File: src/rtl/sseg_scan_ctrl.sv
// sseg_scan_ctrl - multiplexed 7-segment scan controller for NDIG digits.
//
// Scans the digits one at a time. Each digit slot is split into 16 PWM
// sub-slots of PRESC clocks each. Sub-slot 0 is a dead slot with every anode
// off, which prevents ghosting. The remaining sub-slots light the digit while
// sub <= bright.
//
// Per-digit features: blanking, blinking (BLINK_FRAMES frames per half
// period), and leading-zero suppression.
//
// Input values pass through a pending/active double buffer. The display only
// changes on a frame boundary.
//
// Ports:
//   clk          system clock
//   reset        synchronous, active-low reset
//   hex_in       digit values, digit i = hex_in[4i+3:4i], digit 0 rightmost
//   dp_in        decimal points, active-high
//   blank_in     1 = force digit dark
//   blink_in     1 = digit blinks
//   lzs_en       leading-zero suppression enable (live)
//   bright       PWM brightness 0..15 (live)
//   load         capture hex/dp/blank/blink into the pending buffer
//   an           anode enables, active-low
//   sseg         {dp,g..a}, active-low
//   frame_start  1-cycle pulse on the first output cycle of digit 0
module sseg_scan_ctrl #(
  parameter int NDIG         = 4,
  parameter int PRESC        = 195,
  parameter int BLINK_FRAMES = 256
) (
  input  logic              clk,
  input  logic              reset,
  input  logic [4*NDIG-1:0] hex_in,
  input  logic [NDIG-1:0]   dp_in,
  input  logic [NDIG-1:0]   blank_in,
  input  logic [NDIG-1:0]   blink_in,
  input  logic              lzs_en,
  input  logic [3:0]        bright,
  input  logic              load,
  output logic [NDIG-1:0]   an,
  output logic [7:0]        sseg,
  output logic              frame_start
);

  localparam int PW = $clog2(PRESC);
  localparam int DW = $clog2(NDIG);
  localparam int BW = (BLINK_FRAMES > 1) ? $clog2(BLINK_FRAMES) : 1;
  localparam logic [PW-1:0] PRESC_LAST = PW'(PRESC - 1);
  localparam logic [DW-1:0] DIG_LAST   = DW'(NDIG - 1);
  localparam logic [BW-1:0] BLINK_LAST = BW'(BLINK_FRAMES - 1);

  // Active-low gfedcba glyphs for 0-F.
  function automatic logic [6:0] glyph(input logic [3:0] v);
    logic [6:0] g;
    case (v)
      4'h0:    g = 7'h40;
      4'h1:    g = 7'h79;
      4'h2:    g = 7'h24;
      4'h3:    g = 7'h30;
      4'h4:    g = 7'h19;
      4'h5:    g = 7'h12;
      4'h6:    g = 7'h02;
      4'h7:    g = 7'h78;
      4'h8:    g = 7'h00;
      4'h9:    g = 7'h10;
      4'hA:    g = 7'h08;
      4'hB:    g = 7'h03;
      4'hC:    g = 7'h46;
      4'hD:    g = 7'h21;
      4'hE:    g = 7'h06;
      4'hF:    g = 7'h0E;
      default: g = 7'h7F;
    endcase
    return g;
  endfunction

  logic [PW-1:0]            presc_r;
  logic [3:0]               sub_r;
  logic [DW-1:0]            dig_r;
  logic [BW-1:0]            blink_cnt_r;
  logic                     blink_ph_r;

  logic [NDIG-1:0][3:0]     hex_p_r;
  logic [NDIG-1:0][3:0]     hex_a_r;
  logic [NDIG-1:0]          dp_p_r;
  logic [NDIG-1:0]          blank_p_r;
  logic [NDIG-1:0]          blink_p_r;
  logic [NDIG-1:0]          dp_a_r;
  logic [NDIG-1:0]          blank_a_r;
  logic [NDIG-1:0]          blink_a_r;

  logic                     presc_wrap_s;
  logic                     sub_wrap_s;
  logic                     frame_wrap_s;
  logic                     zero_above_s;
  logic [NDIG-1:0]          lz_s;
  logic                     dk_s;
  logic                     lit_s;
  logic [NDIG-1:0]          an_nxt_s;
  logic [7:0]               sseg_nxt_s;
  logic                     fs_nxt_s;

  // Wrap detection for the prescaler -> sub-slot -> digit chain.
  always_comb begin
    presc_wrap_s = (presc_r == PRESC_LAST);
    sub_wrap_s   = presc_wrap_s && (sub_r == 4'd15);
    frame_wrap_s = sub_wrap_s && (dig_r == DIG_LAST);
  end

  // Timing chain: prescaler, sub-slot, digit index, blink counter and phase.
  always_ff @(posedge clk) begin
    if (!reset) begin
      presc_r     <= '0;
      sub_r       <= 4'd0;
      dig_r       <= '0;
      blink_cnt_r <= '0;
      blink_ph_r  <= 1'b0;
    end else begin
      if (presc_wrap_s) begin
        presc_r <= '0;
        sub_r   <= sub_r + 4'd1;
      end else begin
        presc_r <= presc_r + PW'(1);
        sub_r   <= sub_r;
      end
      if (sub_wrap_s) begin
        dig_r <= (dig_r == DIG_LAST) ? '0 : dig_r + DW'(1);
      end else begin
        dig_r <= dig_r;
      end
      if (frame_wrap_s && (blink_cnt_r == BLINK_LAST)) begin
        blink_cnt_r <= '0;
        blink_ph_r  <= ~blink_ph_r;
      end else if (frame_wrap_s) begin
        blink_cnt_r <= blink_cnt_r + BW'(1);
        blink_ph_r  <= blink_ph_r;
      end else begin
        blink_cnt_r <= blink_cnt_r;
        blink_ph_r  <= blink_ph_r;
      end
    end
  end

  // Pending/active double buffer.
  // A load on the boundary cycle goes straight through to active.
  always_ff @(posedge clk) begin
    if (!reset) begin
      hex_p_r   <= '0;
      dp_p_r    <= '0;
      blank_p_r <= '1;
      blink_p_r <= '0;
      hex_a_r   <= '0;
      dp_a_r    <= '0;
      blank_a_r <= '1;
      blink_a_r <= '0;
    end else begin
      if (load) begin
        hex_p_r   <= hex_in;
        dp_p_r    <= dp_in;
        blank_p_r <= blank_in;
        blink_p_r <= blink_in;
      end else begin
        hex_p_r   <= hex_p_r;
        dp_p_r    <= dp_p_r;
        blank_p_r <= blank_p_r;
        blink_p_r <= blink_p_r;
      end
      if (frame_wrap_s && load) begin
        hex_a_r   <= hex_in;
        dp_a_r    <= dp_in;
        blank_a_r <= blank_in;
        blink_a_r <= blink_in;
      end else if (frame_wrap_s) begin
        hex_a_r   <= hex_p_r;
        dp_a_r    <= dp_p_r;
        blank_a_r <= blank_p_r;
        blink_a_r <= blink_p_r;
      end else begin
        hex_a_r   <= hex_a_r;
        dp_a_r    <= dp_a_r;
        blank_a_r <= blank_a_r;
        blink_a_r <= blink_a_r;
      end
    end
  end

  // Dark/lit decision for the current digit, and next output values.
  // Leading-zero suppression walks from the top digit down. A digit is
  // suppressed while it and every digit above it is zero with no dp.
  // Digit 0 is never suppressed.
  always_comb begin
    zero_above_s = 1'b1;
    lz_s         = '0;
    for (int d = NDIG - 1; d >= 0; d--) begin
      zero_above_s = zero_above_s && (hex_a_r[d] == 4'd0) && !dp_a_r[d];
      lz_s[d]      = lzs_en && (d != 0) && zero_above_s;
    end
    dk_s  = blank_a_r[dig_r] || (blink_a_r[dig_r] && blink_ph_r) || lz_s[dig_r];
    lit_s = (sub_r != 4'd0) && (sub_r <= bright) && !dk_s;
    an_nxt_s   = '1;
    sseg_nxt_s = 8'hFF;
    if (lit_s) begin
      an_nxt_s[dig_r] = 1'b0;
      sseg_nxt_s      = {~dp_a_r[dig_r], glyph(hex_a_r[dig_r])};
    end else begin
      an_nxt_s   = '1;
      sseg_nxt_s = 8'hFF;
    end
    fs_nxt_s = (presc_r == '0) && (sub_r == 4'd0) && (dig_r == '0);
  end

  // Registered pin drivers, one clock behind the counter state.
  always_ff @(posedge clk) begin
    if (!reset) begin
      an          <= '1;
      sseg        <= 8'hFF;
      frame_start <= 1'b0;
    end else begin
      an          <= an_nxt_s;
      sseg        <= sseg_nxt_s;
      frame_start <= fs_nxt_s;
    end
  end

endmodule

File: config.mk
export PLATFORM = sky130hd
export DESIGN_NAME = sseg_scan_ctrl
export DESIGN_NICKNAME = d
export VERILOG_FILES = /design/src/rtl/sseg_scan_ctrl.sv
export SDC_FILE = /design/constraint.sdc
export NUM_CORES = 1
export LEC_CHECK = 0
export BUFFER_PORTS_ARGS = -buffer_cell sky130_fd_sc_hd__clkbuf_2
export CAP_MARGIN = 20
export CORE_UTILIZATION = 62
export DETAILED_ROUTE_END_ITERATION = 7
export PLACE_DENSITY_LB_ADDON = 0.2
export REMOVE_ABC_BUFFERS = 1
export SKIP_LAST_GASP = 1
export SYNTH_ARGS = -nofsm -noshare
export SYNTH_HDL_FRONTEND = slang
export SYNTH_SLANG_ARGS = --single-unit
File: constraint.sdc
create_clock -name clk -period 3.44 [get_ports clk]
set_clock_uncertainty 0.2 [all_clocks]
set_input_delay 0.86 -clock clk [delete_from_list [all_inputs] [get_ports clk]]
set_output_delay 0.86 -clock clk [all_outputs]
set_load 0.01 [all_outputs]
# Yosys cells after proc, flatten, opt, wreduce, memory -nomap -nowiden
# Memory sizes are Yosys's and may differ from the RTL's. A register that Yosys moved wholly into a read port is not among the register bits.
# Cells that the tools add are included.
[op_classes]
n_addsub = 4
multipliers = 0
div = 0
magnitude_cmp = 3
n_eq_ne = 4
shifts = 0
mux = 21
bitwise_logic = 4
reduce_logical = 36
[ops]
columns = ["cell", "n"]
rows = [
  ["$mux 16", 2],
  ["$mux 4", 7],
  ["$logic_and 1x1->1", 18],
  ["$add 8x1->8 const B", 2],
  ["$eq 8x8->1 const B", 2],
  ["$logic_not 4->1", 4],
  ["$bmux 1 s2", 4],
  ["$bmux 4 s2", 1],
  ["$logic_not 8->1", 1],
  ["$logic_not 1->1", 5],
  ["$mux 1", 5],
  ["$add 4x1->4 const B", 1],
  ["$eq 4x4->1 const B", 1],
  ["$le 4x4->1", 1],
  ["$not 4->4", 1],
  ["$reduce_bool 4->1", 1],
  ["$reduce_or 2->1", 2],
  ["$lt 2x3->1 const B", 1],
  ["$not 1->1", 3],
  ["$add 2x1->2 const B", 1],
  ["$demux 1 s2", 1],
  ["$eq 2x2->1 const B", 1],
  ["$ge 2x1->1 const B", 1],
  ["$logic_not 2->1", 1],
  ["4 further kinds", 5],
]
[word_totals]
ff_bits = 92
latchBits = 0
ramBits = 0
rom_bits = 112
input_bits = 36
out_inout_bits = 13
elab_cells = 95
mem_count = 1
[memory_table]
columns = ["memory", "depth", "width", "read_ports", "rd_ports_with_merged_regs", "wr", "line", "text"]
rows = [
  ["(name not given)", 16, 7, 1, 1, 0, "56", "case (v)"],
]

# Longest topological paths before layout
[depth]
word_depth = 14
depth_mapped = 8
mapped_depth_nobuf = 7

# Worst setup path after synthesis
# Ideal clock, no wire load.
[synth_timing]
kind = "input port to flip-flop"
startpoint = "in bright[1]"
endpoint = "reg sseg[5]"
setup_time_ps = 135
arrival_ps = 2233
required_ps = 3105
path_slack_ps = 873
cell_stages = 8
path_buffers = 1
cell_sequence = "inv_1 ha_1 nor2b_1 o211ai_1 a21oi_1 a2111oi_2 buf_2 o211ai_1"
[synth_via]
elab_chain_len = 5
[synth_rtl]
columns = ["item", "line", "text"]
rows = [
  ["from (decl)", "39", "input logic [3:0] bright,"],
  ["$le 4x4->1", "200", "lit_s = (sub_r != 4'd0) && (sub_r <= bright) && !dk_s;"],
  ["$logic_and 1x1->1 (2 in a row)", "200", ""],
  ["$reduce_and 2->1 (no source line)", "n/a", ""],
  ["$logic_not 1->1 (no source line)", "n/a", ""],
  ["to (decl)", "42", "output logic [7:0] sseg,"],
]
# Every way passes these cells.
# A chain may end at the register's enable or synchronous reset.

# Final worst setup path
[layout_timing]
startpoint = "reg dig_r[1]"
endpoint = "reg dp_a_r[1]"
[layout_via]
elab_chain_len = 4
word_cells_on_any_way = 5
cone_classes = "eq/ne: 1; mux: 1; reduce/logical: 3"
[layout_rtl]
columns = ["item", "line", "text"]
rows = [
  ["from (decl)", "80", "logic [DW-1:0] dig_r;"],
  ["from (signal assigned)", "128", "dig_r <= (dig_r == DIG_LAST) ? '0 : dig_r + DW'(1);"],
  ["from (signal assigned)", "130", "dig_r <= dig_r;"],
  ["$eq 2x2->1 *", "108", "frame_wrap_s = sub_wrap_s && (dig_r == DIG_LAST);"],
  ["$logic_and 1x1->1 *", "108", ""],
  ["$logic_and 1x1->1", "169", "if (frame_wrap_s && load) begin"],
  ["$mux 4 / $reduce_bool 2->1 (equally long branches)", "n/a", ""],
  ["to (signal assigned)", "171", "dp_a_r <= dp_in;"],
  ["to (signal assigned)", "176", "dp_a_r <= dp_p_r;"],
  ["to (signal assigned)", "181", "dp_a_r <= dp_a_r;"],
  ["to (decl)", "89", "logic [NDIG-1:0] dp_a_r;"],
]
# Mark *: on every way between the ends. The rest lies on a longest branch, timed or not.

==> metrics.txt <==
grt total ovfl=0; post-route antenna net violation count=0; largest net degree at the start of global routing=39; sum of negative setup slack=0 ns; H-tree levels=3; CTS Buf Count=9; CTS tree=built; top post-synthesis cells by area=dfxtp_1 (46%), mux2i_1 (8.0%), nor2_1 (6.8%), a211oi_2 (6.3%), ha_1 (6.3%); dominant synthesized flop cell=dfxtp_1; multi-input logic area=1980 um^2; GRT Util Overall=0.235; clock root buffer=clkbuf_8; Synth top cells by count=dfxtp_1 (92), nor2_1 (72), mux2i_1 (32); Die ar.=6780 um^2; Worst Tran Pin Value=approximately 0.64 ns; area growth from synthesis to layout=11.0%; logic gate share of total power=0.059; syn avg cell area=10.0 um^2; Num Clock Sinks=92; outcome=completed; First DRT Iteration DRCs=128; unrepaired setup endpoints after global routing=false; port bufs=48; Switching Share=0.248; initial core utilization=0.661; row count=28; I/O pin count=49; vias per cell=5.54; Lkg Pwr=1.78 nW; Synth Register Bits=92; Final period util=0.759; cell type with the largest total area after synthesis=dfxtp_1; Die H=just over 80 um; Clk Latency, worst-skew pair=0.35 ns; number of flops mapped to enable cells by yosys=0; ratio of cells with drive above 1 in the final layout=0.226; Critical Path Start Type=register; Max Freq=~0.38 GHz; worst IR drop on VDD=0.279 mV; final std cells w/o fill=between 500 and 600; hold path depth=2; initial antenna violation count=0; Final Wtd Congestion=0.808; DRT Pass-1 Iters=4; WP data required=3.51 ns; final setup fails=0; flop2flop setup slack=0.83 ns; Max clock buf depth=2; # resized after CTS=0; Hold Path Class=register to register; cell area after synthesis=4000 um^2; CP Data Arrival Time=roughly 2.7 ns; clock slew at reported path FFs=roughly 0.10 ns; count leader, synth=dfxtp_1; Int Power=1.40 mW; critical path type=register to register; Synth top area share=0.460; CTS Hold Bufs=0; final worst path period need=2.61 ns; number of remaining DRC errors=0; Post-CTS Setup Repair Bufs=0; fin nets=between 400 and 500; Yosys warning count=0; die width=between 80 and 90 um; Crit. End Element=register; part of the power in registers=0.590; via count of the first global-routing pass=approximately 2700; placed insts=about 510; max-slew violations=0; DR WL/cell=14.0 um; Filler cells=436; Via Count=2885; Switch Pwr=0.461 mW; register area share after synthesis=0.460; clock network fraction of total power=0.352; first-pass GRT wire length=12100 um; PwrDens=418 nW/um^2; R2R depth=6; Critical Path Fanout Max=38; number of diodes=0; total wire length=about 7300 um; final hold vios=0; FF/Latch Area=1840 um^2; ys async rst share=0; Max-cap violations=0; Post-DP HPWL=5290 um; Slew HR=0.575; Distinct cells, synth=42; core region area=6060 um^2; Cells after Synth=399
==> cells by family (layout without fill, tap and decap cells) <==
family	after synthesis	in the layout	synth area share
and+or+nand+nor	141	141	0.158
DFF	92	92	0.460
AOI/OAI and AO/OA	53	53	0.121
muxes	39	39	0.117
buffers and inverters	37	84	0.0450
adders and majority gates	20	20	0.0625
xor gates and xnor gates	17	17	0.0372
==> critical path, stage by stage, from the launching register on <==
cell	delay, ns
dfxtp_1	0.66
ha_1	0.29
nand4_1	0.18
nor3_4	0.37
buf_4	0.48
nor2_1	0.11
a211oi_2	0.23
==> sequential cells by signal (all words and copies together), names as in the netlist, 2 cells and up <==
name and flops:
blank_p_r 4, presc_r 8, an 4, sseg 8, blink_p_r 4, dp_a_r 4
blink_cnt_r 8, blank_a_r 4, sub_r 4, hex_p_r 16, dp_p_r 4, dig_r 2
hex_a_r 16, blink_a_r 4
==> cells in the final DEF (no fill, tap or decap), types with 5 or more instances in the layout <==
cell type / netlist / routed
a211oi_2: 20 / 20
a21oi_1: 8 / 8
buf_4: 3 / 5
clkbuf_2: 0 / 48
clkbuf_8: 0 / 9
dfxtp_1: 92 / 92
ha_1: 20 / 20
inv_1: 13 / 13
mux2i_1: 32 / 32
mux4_2: 6 / 6
nand2_1: 29 / 29
nand3_1: 12 / 12
nand4_1: 7 / 7
nor2_1: 72 / 72
o211ai_1: 6 / 6
xnor2_1: 7 / 7
xor2_1: 10 / 10
==> power groups by stage <==
stage / logic (mW) / registers (mW) / clock network [mW]
3_3_place_gp: 0.105 / 1.12 / 0
5_1_grt: 0.122 / 1.10 / 0.705
4_1_cts: 0.110 / 1.10 / 0.663
3_5_place_dp: 0.110 / 1.12 / 0
6_report: 0.109 / 1.10 / 0.653
2_1_floorplan: 0.0599 / 1.12 / 0
==> layout make-up <==
class	instances	area share
multi-input cells	270	0.446
flip-flops and latches	92	0.415
repair buffers	54	0.0670
clock buffers	9	0.0279
well taps	75	0.0211
inverters	14	0.0118
clock inverters	7	0.0115
==> per-layer routing <==
layer | routed length, um | vias up | track usage
met5 | 0 | - | 0
met2 | 3550 | 51 | 0.396
li1 | - | 1461 | -
met1 | 3350 | 1361 | 0.298
met3 | 262 | 12 | 0.0407
met4 | 123 | 0 | 0.0947
==> per-stage QoR <==
| stage | hold WS [ns] | setup WS, ns | util | total power, mW | instance area, um^2 |
|---|---|---|---|---|---|
| floorplan | 0.237 | 0.161 | - | 1.18 | 3880 |
| global placement | 0.257 | 0.813 | 0.704 | 1.23 | 4270 |
| detailed placement | 0.261 | 0.770 | 0.704 | 1.23 | 4270 |
| CTS | 0.284 | 0.810 | 0.733 | 1.87 | 4440 |
| global route | 0.302 | 0.612 | 0.733 | 1.93 | 4440 |
| finish | 0.279 | 0.830 | 0.733 | 1.86 | 4440 |
==> path summary, 6_finish.rpt <==
path | from | to
worst max-delay path | dig_r[1] | dp_a_r[1]
worst min-delay path | blank_p_r[1] | blank_p_r[1]
worst max register to register | dig_r[1] | dp_a_r[1]
worst min register to register | blank_p_r[1] | blank_p_r[1]
(Power assumes the default switching activity.)
